===== config.mk =====
export PLATFORM = sky130hd
export DESIGN_NAME = gem_axis_ext_fifo_tx
export DESIGN_NICKNAME = d
export VERILOG_FILES = /design/src/rtl/gem_axis_ext_fifo_tx.sv
export SDC_FILE = /design/constraint.sdc
export NUM_CORES = 1
export LEC_CHECK = 0
export BUFFER_PORTS_ARGS = -buffer_cell sky130_fd_sc_hd__buf_2
export CAP_MARGIN = 20
export CORE_UTILIZATION = 40
export CTS_BUF_LIST = sky130_fd_sc_hd__clkbuf_16
export DETAILED_ROUTE_END_ITERATION = 10
export GPL_TIMING_DRIVEN = 0
export PLACE_DENSITY_LB_ADDON = 0.1
export SYNTH_ARGS = -nofsm -noshare
export SYNTH_HDL_FRONTEND = slang
export SYNTH_SLANG_ARGS = --single-unit

===== constraint.sdc =====
create_clock -name clk -period 1.8 [get_ports clk]
set_input_delay 0.09 -clock clk [delete_from_list [all_inputs] [get_ports clk]]
set_output_delay 0.09 -clock clk [all_outputs]
set_load 0.01 [all_outputs]

===== src/rtl/gem_axis_ext_fifo_tx.sv =====
// gem_axis_ext_fifo_tx: feeds whole AXI-Stream frames to the ZynqMP GEM external TX FIFO port
// and runs the end-of-frame toggle handshake that returns TX status.
module gem_axis_ext_fifo_tx #(
  parameter int CNT_WIDTH = 16
) (
  input  logic                 clk,
  input  logic                 rst,
  input  logic [7:0]           s_axis_tdata,
  input  logic                 s_axis_tkeep,
  input  logic                 s_axis_tvalid,
  output logic                 s_axis_tready,
  input  logic                 s_axis_tlast,
  input  logic                 s_axis_tid,
  input  logic                 s_axis_tdest,
  input  logic                 s_axis_tuser,
  output logic [7:0]           gem_data,
  output logic                 gem_data_ready,
  output logic                 gem_data_valid,
  input  logic                 gem_data_rd_request,
  output logic                 gem_sop,
  output logic                 gem_eop,
  output logic                 gem_err,
  output logic                 gem_underflow,
  output logic                 gem_control,
  output logic                 gem_dma_tx_status_tog,
  input  logic                 gem_dma_tx_end_tog,
  input  logic [3:0]           gem_status,
  output logic [3:0]           status_last,
  output logic                 status_frame_done,
  output logic [CNT_WIDTH-1:0] frame_count
);
  typedef enum logic [1:0] {IDLE, XFER, DRAIN, WAIT_END} state_t;
  state_t r_state, w_next;
  logic [7:0] r_data;
  logic r_valid, r_sop, r_eop, r_err, r_unf;
  logic r_end_q, r_pend, r_tog, r_done;
  logic [3:0] r_status;
  logic [CNT_WIDTH-1:0] r_cnt;
  logic w_acc, w_dry, w_edge, w_consume, w_unused;
  assign w_acc     = (r_state == IDLE || r_state == XFER) && gem_data_rd_request && s_axis_tvalid;
  assign w_dry     = r_state == XFER && gem_data_rd_request && !s_axis_tvalid;
  assign w_edge    = gem_dma_tx_end_tog ^ r_end_q;
  assign w_consume = r_state == WAIT_END && r_pend;
  assign w_unused  = s_axis_tkeep ^ s_axis_tid ^ s_axis_tdest;
  always_ff @(posedge clk or posedge rst)
    if (rst) r_state <= IDLE;
    else     r_state <= w_next;
  always_comb begin
    w_next = r_state;
    if (r_state == IDLE || r_state == XFER)
      w_next = w_acc ? (s_axis_tlast ? WAIT_END : XFER) : (w_dry ? DRAIN : r_state);
    else if (r_state == DRAIN)
      w_next = s_axis_tvalid && s_axis_tlast ? WAIT_END : DRAIN;
    else
      w_next = r_pend ? IDLE : WAIT_END;
  end
  // Handshake outputs are combinational; held low while reset is asserted.
  always_comb begin
    s_axis_tready  = !rst && (r_state == DRAIN || w_acc);
    gem_data_ready = !rst && (r_state == XFER || (r_state == IDLE && s_axis_tvalid));
    gem_control    = w_unused & 1'b0;
  end
  always_ff @(posedge clk or posedge rst) begin
    if (rst) begin
      r_data   <= '0;
      r_valid  <= 1'b0;
      r_sop    <= 1'b0;
      r_eop    <= 1'b0;
      r_err    <= 1'b0;
      r_unf    <= 1'b0;
      r_end_q  <= 1'b0;
      r_pend   <= 1'b0;
      r_tog    <= 1'b0;
      r_done   <= 1'b0;
      r_status <= '0;
      r_cnt    <= '0;
    end else begin
      r_valid <= w_acc || w_dry;
      r_sop   <= w_acc && r_state == IDLE;
      r_eop   <= w_acc && s_axis_tlast;
      r_err   <= w_acc && s_axis_tlast && s_axis_tuser;
      r_unf   <= w_dry;
      if (w_acc) r_data <= s_axis_tdata;
      r_end_q <= gem_dma_tx_end_tog;
      r_pend  <= w_edge || (r_pend && !w_consume);
      r_done  <= w_consume;
      if (w_consume) begin
        r_status <= gem_status;
        r_tog    <= ~r_tog;
        r_cnt    <= r_cnt + CNT_WIDTH'(1);
      end
    end
  end
  assign gem_data              = r_data;
  assign gem_data_valid        = r_valid;
  assign gem_sop               = r_sop;
  assign gem_eop               = r_eop;
  assign gem_err               = r_err;
  assign gem_underflow         = r_unf;
  assign gem_dma_tx_status_tog = r_tog;
  assign status_last           = r_status;
  assign status_frame_done     = r_done;
  assign frame_count           = r_cnt;
endmodule


# After elaboration in Yosys (flattened, before gate mapping)
# Index checks and enable logic that the tools add are counted.
# totals
ff_bits	39
output_inout_bits	38
elab_cells	49
inputBits	22
# op_classes
bitwise_logic	2
n_addsub	1
reduce_logical	22
eq_ne	4
n_mux	7
# ops
op	count
$add 16x1->16 const B	1
$logic_and 1x1->1	13
$mux 2	6
$logic_or 1x1->1	5
$eq 2x2->1 const B	2
$logic_not 1->1	3
$ne 3x3->1 const B	1
$eq 2x1->1 const B	1
$logic_not 2->1	1
$mux 1	1
$not 1->1	1
$xor 1x1->1	1

# Logic depth before layout (Yosys ltp)
# Gate-level depths: netlist of the first run.
# logic_depth
ltp_word	6
depth_mapped	5
mapped_depth_nobuf	5

# Worst setup path before layout of the first run
# OpenSTA, ideal clock, no wires.
# synth_path
kind	register -> register
start	reg r_cnt[0], in the netlist frame_count[0]
end	reg r_cnt[12], in the netlist frame_count[12]
path_slack_ns	0.389
required_ns	1.675
synth_period_minus_slack_ns	1.411
path_stages_with_launch	6
setup_ns	0.125
t_arrival_ns	1.286
cell_sequence	dfrtp_1 ha_1 nand3_1 nor4_2 nand4_1 xnor2_1
# synth_between
elab_chain_len	1
# synth_lines
element	line_no	rtl
from (decl)	38	logic [CNT_WIDTH-1:0] r_cnt;
from (signal assigned)	90	r_cnt <= r_cnt + CNT_WIDTH'(1);
$add 16x1->16	90	
# No other way between the ends.
# A chain may end at the register's enable or synchronous reset.

# Final worst setup path of the first run
# layout_path
start	reg r_state[1]
end	out s_axis_tready
# layout_between
elab_chain_len	6
# layout_lines
element	line_no	rtl
from (decl)	33	state_t r_state, w_next;
from (signal assigned)	47	else r_state <= w_next;
$eq 2x1->1 or $logic_not 2->1 (tied branches)	40	assign w_acc = (r_state == IDLE || r_state == XFER) && gem_data_rd_request && s_axis_tvalid;
$logic_or 1x1->1	40	
$logic_and 1x1->1 (2 in series)	40	
$logic_or 1x1->1 *	59	s_axis_tready = !rst && (r_state == DRAIN || w_acc);
$logic_and 1x1->1 *	59	
to (decl)	11	output logic s_axis_tready,
# Every way passes the cells marked *; elsewhere a longest branch is shown, timed or not.

==> impl_metrics.csv, run 1 <==
group,metric,value,unit
run_status,status,"complete, but fails checks",
run_status,violations,"hold timing",
setup_path,worstRegToRegCells,5,
clock_network,clkSlewWorstSetupHoldPaths,50,ps
setup_path,cp_data_arrival_time,1540,ps
timing,hold_viol_final,32,
route,ant_nets,0,
floorplan,fp.coreArea,3740,µm²
route,drc_errors,0,
synthesis,syn_inst,133,
timing,fin_hold_ws,-14.0,ps
pwr,p_leak,1.11,nW
pwr,pwr-share-seq,44.8,%
route,wl_met1,1.16,mm
setup_path,cp_cell_sequence,"nor2b_2 > nand2_1 > buf_2 > a21oi_1 > buf_2",
route,wire_per_inst,12.0,µm
global_routing,grt_usage,15.9,%
min_path,hold_path_class,"input port to asynchronous set/reset pin",
floorplan,die_area,4240,µm²
floorplan,fp.dieW,65.2,µm
pwr,finalPower,0.00297,W
synthesis,synth_seq_cells,39,
route,met3WireLength,169,µm
timing,rsz0062_at_grt,"false",
floorplan,pin_count,60,
flow_run,drv_cap,0,
synthesis,syn_area_per_cell,12.0,µm²
clock_network,cts_tree,"yes",
synthesis,ys_top_cells_by_area,"dfrtp_1, xnor2_1, nand2_1",
cells_and_area,diodes,0,
place,portBuffers,55,
timing,fmax,0.613,GHz
timing,fin_crit,1630,ps
synthesis,syn-num-nets,156,
synthesis,yosysTopAreaCellShare,61.2,%
route,met2_length,1.58,mm
route,drt_iter0_drc,26,
setup_path,path_class,"flip-flop to output pin",
synthesis,ys_warn_count,0,
timing,clock-skew-final,4.99,ps
timing,max_slew.worst_pin.slew,785,ps
pwr,p_per_area,1420,nW/µm²
clock_network,htree_num_levels,2,
clock_network,cts_root_buf,"clkbuf_16",
synthesis,synth_cell_type_count,29,
floorplan,die_h,65.2,µm
pwr,ir_worst_vdd,973,µV
route,topRoutingLayerUsed,"met4",
global_routing,antenna_found_initial,0,
global_routing,globalRoute.totalOverflow,0,
route,drt-total-wl,2.94,mm
setup_path,critPathLaunchType,"flip-flop",
clock_network,cts_sinks,39,
timing,fin_setup_tns,0,ps
setup_path,worstSetupEndpointType,"output pin",
pwr,switching_share,31.7,%
clock_network,clock_path_buffers,2,
setup_path,cp_common_cell,"buf_2",
synthesis,ys_seq_area_share,61.2,%
timing,layout_setup_ws,168,ps
place,dpl.hpwl,2.21,mm
timing,slew_viol_final,0,
synthesis,syn-cell-area,1600,µm²
setup_path,critPathRequiredTime,1710,ps
global_routing,grt_pass1_wl,5.11,mm
setup_path,path_max_fanout,10,
setup_path,timing.rr.start,"frame_count[0]",
timing,slew_headroom,47.6,%
floorplan,start_util,42.6,%
pwr,pwr-share-comb,28.4,%
timing,finalCritPeriodShare,90.7,%
timing,setup_viol,0,
cells_and_area,drive_gt1_share,40.9,%
route,viasPerCell,4.69,
synthesis,synth.largest_area_cell,"dfrtp_1",
cells_and_area,syn_to_final_growth,31.1,%
place,place_congestion,0.702,
floorplan,num_rows,22,
cells_and_area,layout.nets,220,
place,dp_slack,298,ps
pwr,netSwitchingPower,0.000942,W
clock_network,cts_made_buffers,5,
pwr,power_frac_clock,26.8,%
global_routing,grt_start_max_net_pins,40,
setup_path,startpoint,"r_state[1]",
global_routing,first_global_vias,1199,
setup_path,cpMaxStageDelayCell,"dfrtp_1",
setup_path,r2r_setup_slack,310,ps
setup_path,cp_slowest_stage_delay,470,ps
route,drtPass1Iterations,4,
clock_network,worstSkewPairLatency,270,ps
cells_and_area,nFillCells,359,
setup_path,r2r-end,"frame_count[12]",
route,vias,1154,
pwr,intPower,0.00203,W
[layout by cell type, fill, tap and decap left out, types with 4 or more instances in the layout]
master     count
buf_2         56
dfrtp_1       39
nand2_1       27
xnor2_1       14
mux2_2         8
nor2_1         6
clkbuf_16      5
inv_1          4
a21oi_1        4
nand4_1        4
[area by class of cell]
| class | instances | area [µm²] | share of cell area [%] |
|---|---|---|---|
| Buffer | 3 | 23.8 | 1.14 |
| Clock buffer | 5 | 125 | 5.98 |
| Clock inverter | 3 | 12.5 | 0.598 |
| Inverter | 4 | 15.0 | 0.718 |
| Multi-Input combinational cell | 87 | 583 | 27.9 |
| Sequential cell | 39 | 976 | 46.7 |
| Tap cell | 48 | 60.1 | 2.87 |
| Timing Repair Buffer | 57 | 295 | 14.1 |
[cell usage after synthesis, drive strengths merged]
library cell  count
nor3              1
and3b             1
a21oi             4
o21a              1
xnor2            14
nor4              2
conb              1
buf               3
or2               1
nand3             4
xor2              3
nand2            27
nand4             4
o21ai             1
nand2b            1
and4              2
inv               4
mux2              8
nor2b             1
and2              2
nor2              8
ha                1
dfrtp            39
[power groups by stage]
stage,clock (W),sequential (W),combinational [W]
after global placement,0,0.00133,0.000827
after detailed placement,0,0.00134,0.000860
after global routing,0.000875,0.00137,0.000951
after floorplan,0,0.00143,0.000413
final,0.000797,0.00133,0.000844
after CTS,0.000825,0.00133,0.000863
[registers in the layout (all words and copies together) (netlist names)]
register               cells
r_pend                     1
status_last                4
r_state                    2
gem_dma_tx_status_tog      1
gem_sop                    1
gem_underflow              1
status_frame_done          1
gem_data_valid             1
gem_eop                    1
frame_count               16
r_end_q                    1
gem_err                    1
gem_data                   8
[critical path, delay by kind of cell (launching register included)]
family / cells / cell delay [ps]
flip-flops: 1 / 470
buffers and inverters: 2 / 340
AND/OR/NAND/NOR: 2 / 320
AO/OA/AOI/OAI: 1 / 150
[through the flow]
step / cells / util (%) / area (µm²)
after floorplan: 133 / - / 1600
after global placement: 236 / 51.6 / 1930
after detailed placement: 236 / 51.6 / 1930
after CTS: 246 / 55.8 / 2090
after global routing: 246 / 55.8 / 2090
final: 246 / 55.8 / 2090
[repair_timing]
| action | 4_1_cts | 5_1_grt |
|---|---|---|
| hold buffers | 2 | 0 |
| endpoints found under the setup margin | 0 | 1 |
| gates resized for setup | 0 | 1 |
| setup buffers | 0 | 0 |
| hold endpoints to repair | 2 | 0 |
[cells by family after synthesis]
| logic type | count (synthesis) | share of synthesized area [%] |
|---|---|---|
| AND/OR/NAND/NOR | 54 | 18.4 |
| flip-flops | 39 | 61.2 |
| AO/OA/AOI/OAI | 6 | 2.04 |
| other | 1 | 0.235 |
| XOR/XNOR | 17 | 9.33 |
| multiplexers | 8 | 5.65 |
| adder cells (fa/ha/maj) | 1 | 0.784 |
| buffers and inverters | 7 | 2.43 |
[how the worst max path moves through the flow]
| stage | depth (start not counted) | slack (ps) | endpoint |
|---|---|---|---|
| finish | 5 | 170 | s_axis_tready |
| global route | 5 | 60 | s_axis_tready |
| CTS | 5 | 60 | s_axis_tready |
| detailed placement | 5 | 300 | frame_count[12] |
| global placement | 5 | 310 | frame_count[12] |
| floorplan | 5 | 390 | frame_count[12] |
[metal layers]
metal	up-vias	global-route usage, %
met5	-	0
li1	559	-
met1	557	17.6
met3	4	6.08
met4	0	4.89
met2	34	28.1
Power figures use the tool's default switching activity.
==> inputs of run 2 (changes only) <==
--- a/config.mk
+++ b/config.mk
@@ -11,7 +11,7 @@
 export CTS_BUF_LIST = sky130_fd_sc_hd__clkbuf_16
 export DETAILED_ROUTE_END_ITERATION = 10
 export GPL_TIMING_DRIVEN = 0
-export PLACE_DENSITY_LB_ADDON = 0.1
+export PLACE_DENSITY = 0.72
 export SYNTH_ARGS = -nofsm -noshare
 export SYNTH_HDL_FRONTEND = slang
 export SYNTH_SLANG_ARGS = --single-unit
==> impl_metrics.csv, run 2 (synthesized netlist as in run 1, its figures left out) <==
group,metric,value,unit
timing,slew_headroom,48.5,%
clock_network,cts_made_buffers,5,
cells_and_area,stdcell_count,247,
timing,setup_viol,0,
timing,fmax,0.606,GHz
timing,fin_hold_ws,-31.2,ps
clock_network,cts_tree,"yes",
global_routing,globalRoute.totalOverflow,0,
timing,rsz0062_at_grt,"false",
clock_network,htree_num_levels,2,
cells_and_area,syn_to_final_growth,33.6,%
clock_network,clkSlewWorstSetupHoldPaths,50,ps
timing,fin_crit,1650,ps
timing,slew_viol_final,0,
floorplan,fp.coreArea,3740,µm²
place,dp.cells,236,
global_routing,grt_usage,15.6,%
run_status,violations,"hold timing",
floorplan,die_area,4240,µm²
route,vias,1144,
cells_and_area,largest_register_ffs,16,
clock_network,worstSkewPairLatency,280,ps
pwr,ir_worst_vdd,674,µV
setup_path,r2r_setup_slack,260,ps
run_status,status,"complete, but fails checks",
floorplan,num_rows,22,
place,dpl.hpwl,1.99,mm
timing,clock-skew-final,1.35,ps
route,drt_iter0_drc,45,
cells_and_area,fin_area,2130,µm²
place,post_dp_cell_area,1930,µm²
route,viasPerCell,4.63,
place,portBuffers,55,
route,drc_errors,0,
setup_path,cp_data_arrival_time,1560,ps
setup_path,r2r-end,"frame_count[12]",
route,wire_per_inst,11.5,µm
cells_and_area,drive_gt1_share,41.2,%
pwr,p_leak,1.12,nW
global_routing,grt_pass1_wl,4.84,mm
setup_path,critPathRequiredTime,1710,ps
route,drtPass1Iterations,4,
floorplan,start_util,42.6,%
timing,finalCritPeriodShare,91.7,%
global_routing,antenna_found_initial,0,
clock_network,cts_sinks,39,
setup_path,worstRegToRegCells,5,
timing,fin_setup_tns,0,ps
timing,hold_viol_final,39,
timing,max_slew.worst_pin.slew,771,ps
global_routing,first_global_vias,1078,
global_routing,grt_start_max_net_pins,40,
clock_network,clock_path_buffers,2,
route,ant_nets,0,
setup_path,worstSetupEndpoint,"s_axis_tready",
clock_network,cts_root_buf,"clkbuf_16",
setup_path,startpoint,"r_state[1]",
cells_and_area,layout.nets,221,
cells_and_area,diodes,0,
setup_path,worstSetupEndpointType,"output pin",
floorplan,fp.dieW,65.2,µm
setup_path,critPathLaunchType,"flip-flop",
floorplan,die_h,65.2,µm
setup_path,path_max_fanout,10,
cells_and_area,final_cell_mix,"buf_2, dfrtp_1, nand2_1, xnor2_1, mux2_2",
cells_and_area,final_common_cell,"buf_2",
setup_path,path_class,"flip-flop to output pin",
route,drt-total-wl,2.83,mm
floorplan,pin_count,60,
setup_path,timing.rr.start,"frame_count[0]",
flow_run,drv_cap,0,
min_path,hold_path_class,"input port to asynchronous set/reset pin",
pwr,p_per_area,1470,nW/µm²
place,place_congestion,0.795,
-- run 2: how the worst min path moves through the flow --
| stage | startpoint | cells past startpoint | to | slack (ps) |
|---|---|---|---|---|
| floorplan | gem_dma_tx_end_tog | 0 | r_end_q | 120 |
| global placement | gem_dma_tx_end_tog | 1 | r_end_q | 230 |
| detailed placement | gem_dma_tx_end_tog | 1 | r_end_q | 230 |
| CTS | gem_status[3] | 3 | status_last[3] | 0.8 |
| global route | gem_status[3] | 3 | status_last[3] | 20 |
| finish | rst | 2 | gem_data[3] | -30 |
-- run 2: routing by layer --
layer / track usage, % / vias to the layer above / routed length, µm
met5: 0 / - / 0
met2: 24.5 / 30 / 1360
met1: 18.9 / 542 / 1250
met4: 7.34 / 0 / 65
li1: - / 566 / -
met3: 5.90 / 6 / 159
-- run 2: layout make-up --
type | count | area (µm²)
clock buffer | 5 | 125
timing repair buffer | 58 | 305
fill | 340 | 1610
buffer | 3 | 23.8
clock inverter | 3 | 38.8
inverter | 4 | 15.0
tap | 48 | 60.1
multi-input combinational | 87 | 588
sequential | 39 | 976
-- run 2: power breakdown --
group | leakage [nW] | switching (W) | total (W) | internal [W]
combinational | 0.538 | 0.000434 | 0.000842 | 0.000408
clock | 0.0812 | 0.000328 | 0.000973 | 0.000645
sequential | 0.500 | 0.000199 | 0.00133 | 0.00113
-- run 2: critical path: stages, from the launching register on --
cell	delay (ps)
dfrtp_1	490
nor2b_4	190
nand2_1	100
buf_2	200
a21oi_1	150
buf_2	140
-- run 2: timing repair --
item / CTS / global route
setup endpoints to repair: 0 / 1
buffers inserted: 0 / 0
hold endpoints to repair: 3 / 0
resized for setup: 0 / 2
hold buffers: 3 / 0
-- run 2: per-stage QoR --
stage          hold WS [ps]  total power, W  setup WS [ps]  util (%)
6_report              -31.2         0.00314            150      57.0
4_1_cts               0.839         0.00317           4.61      56.8
3_3_place_gp            229         0.00216            284      51.6
2_1_floorplan           121         0.00184            389         -
5_1_grt                20.5         0.00336           47.0      57.0
3_5_place_dp            231         0.00218            232      51.6
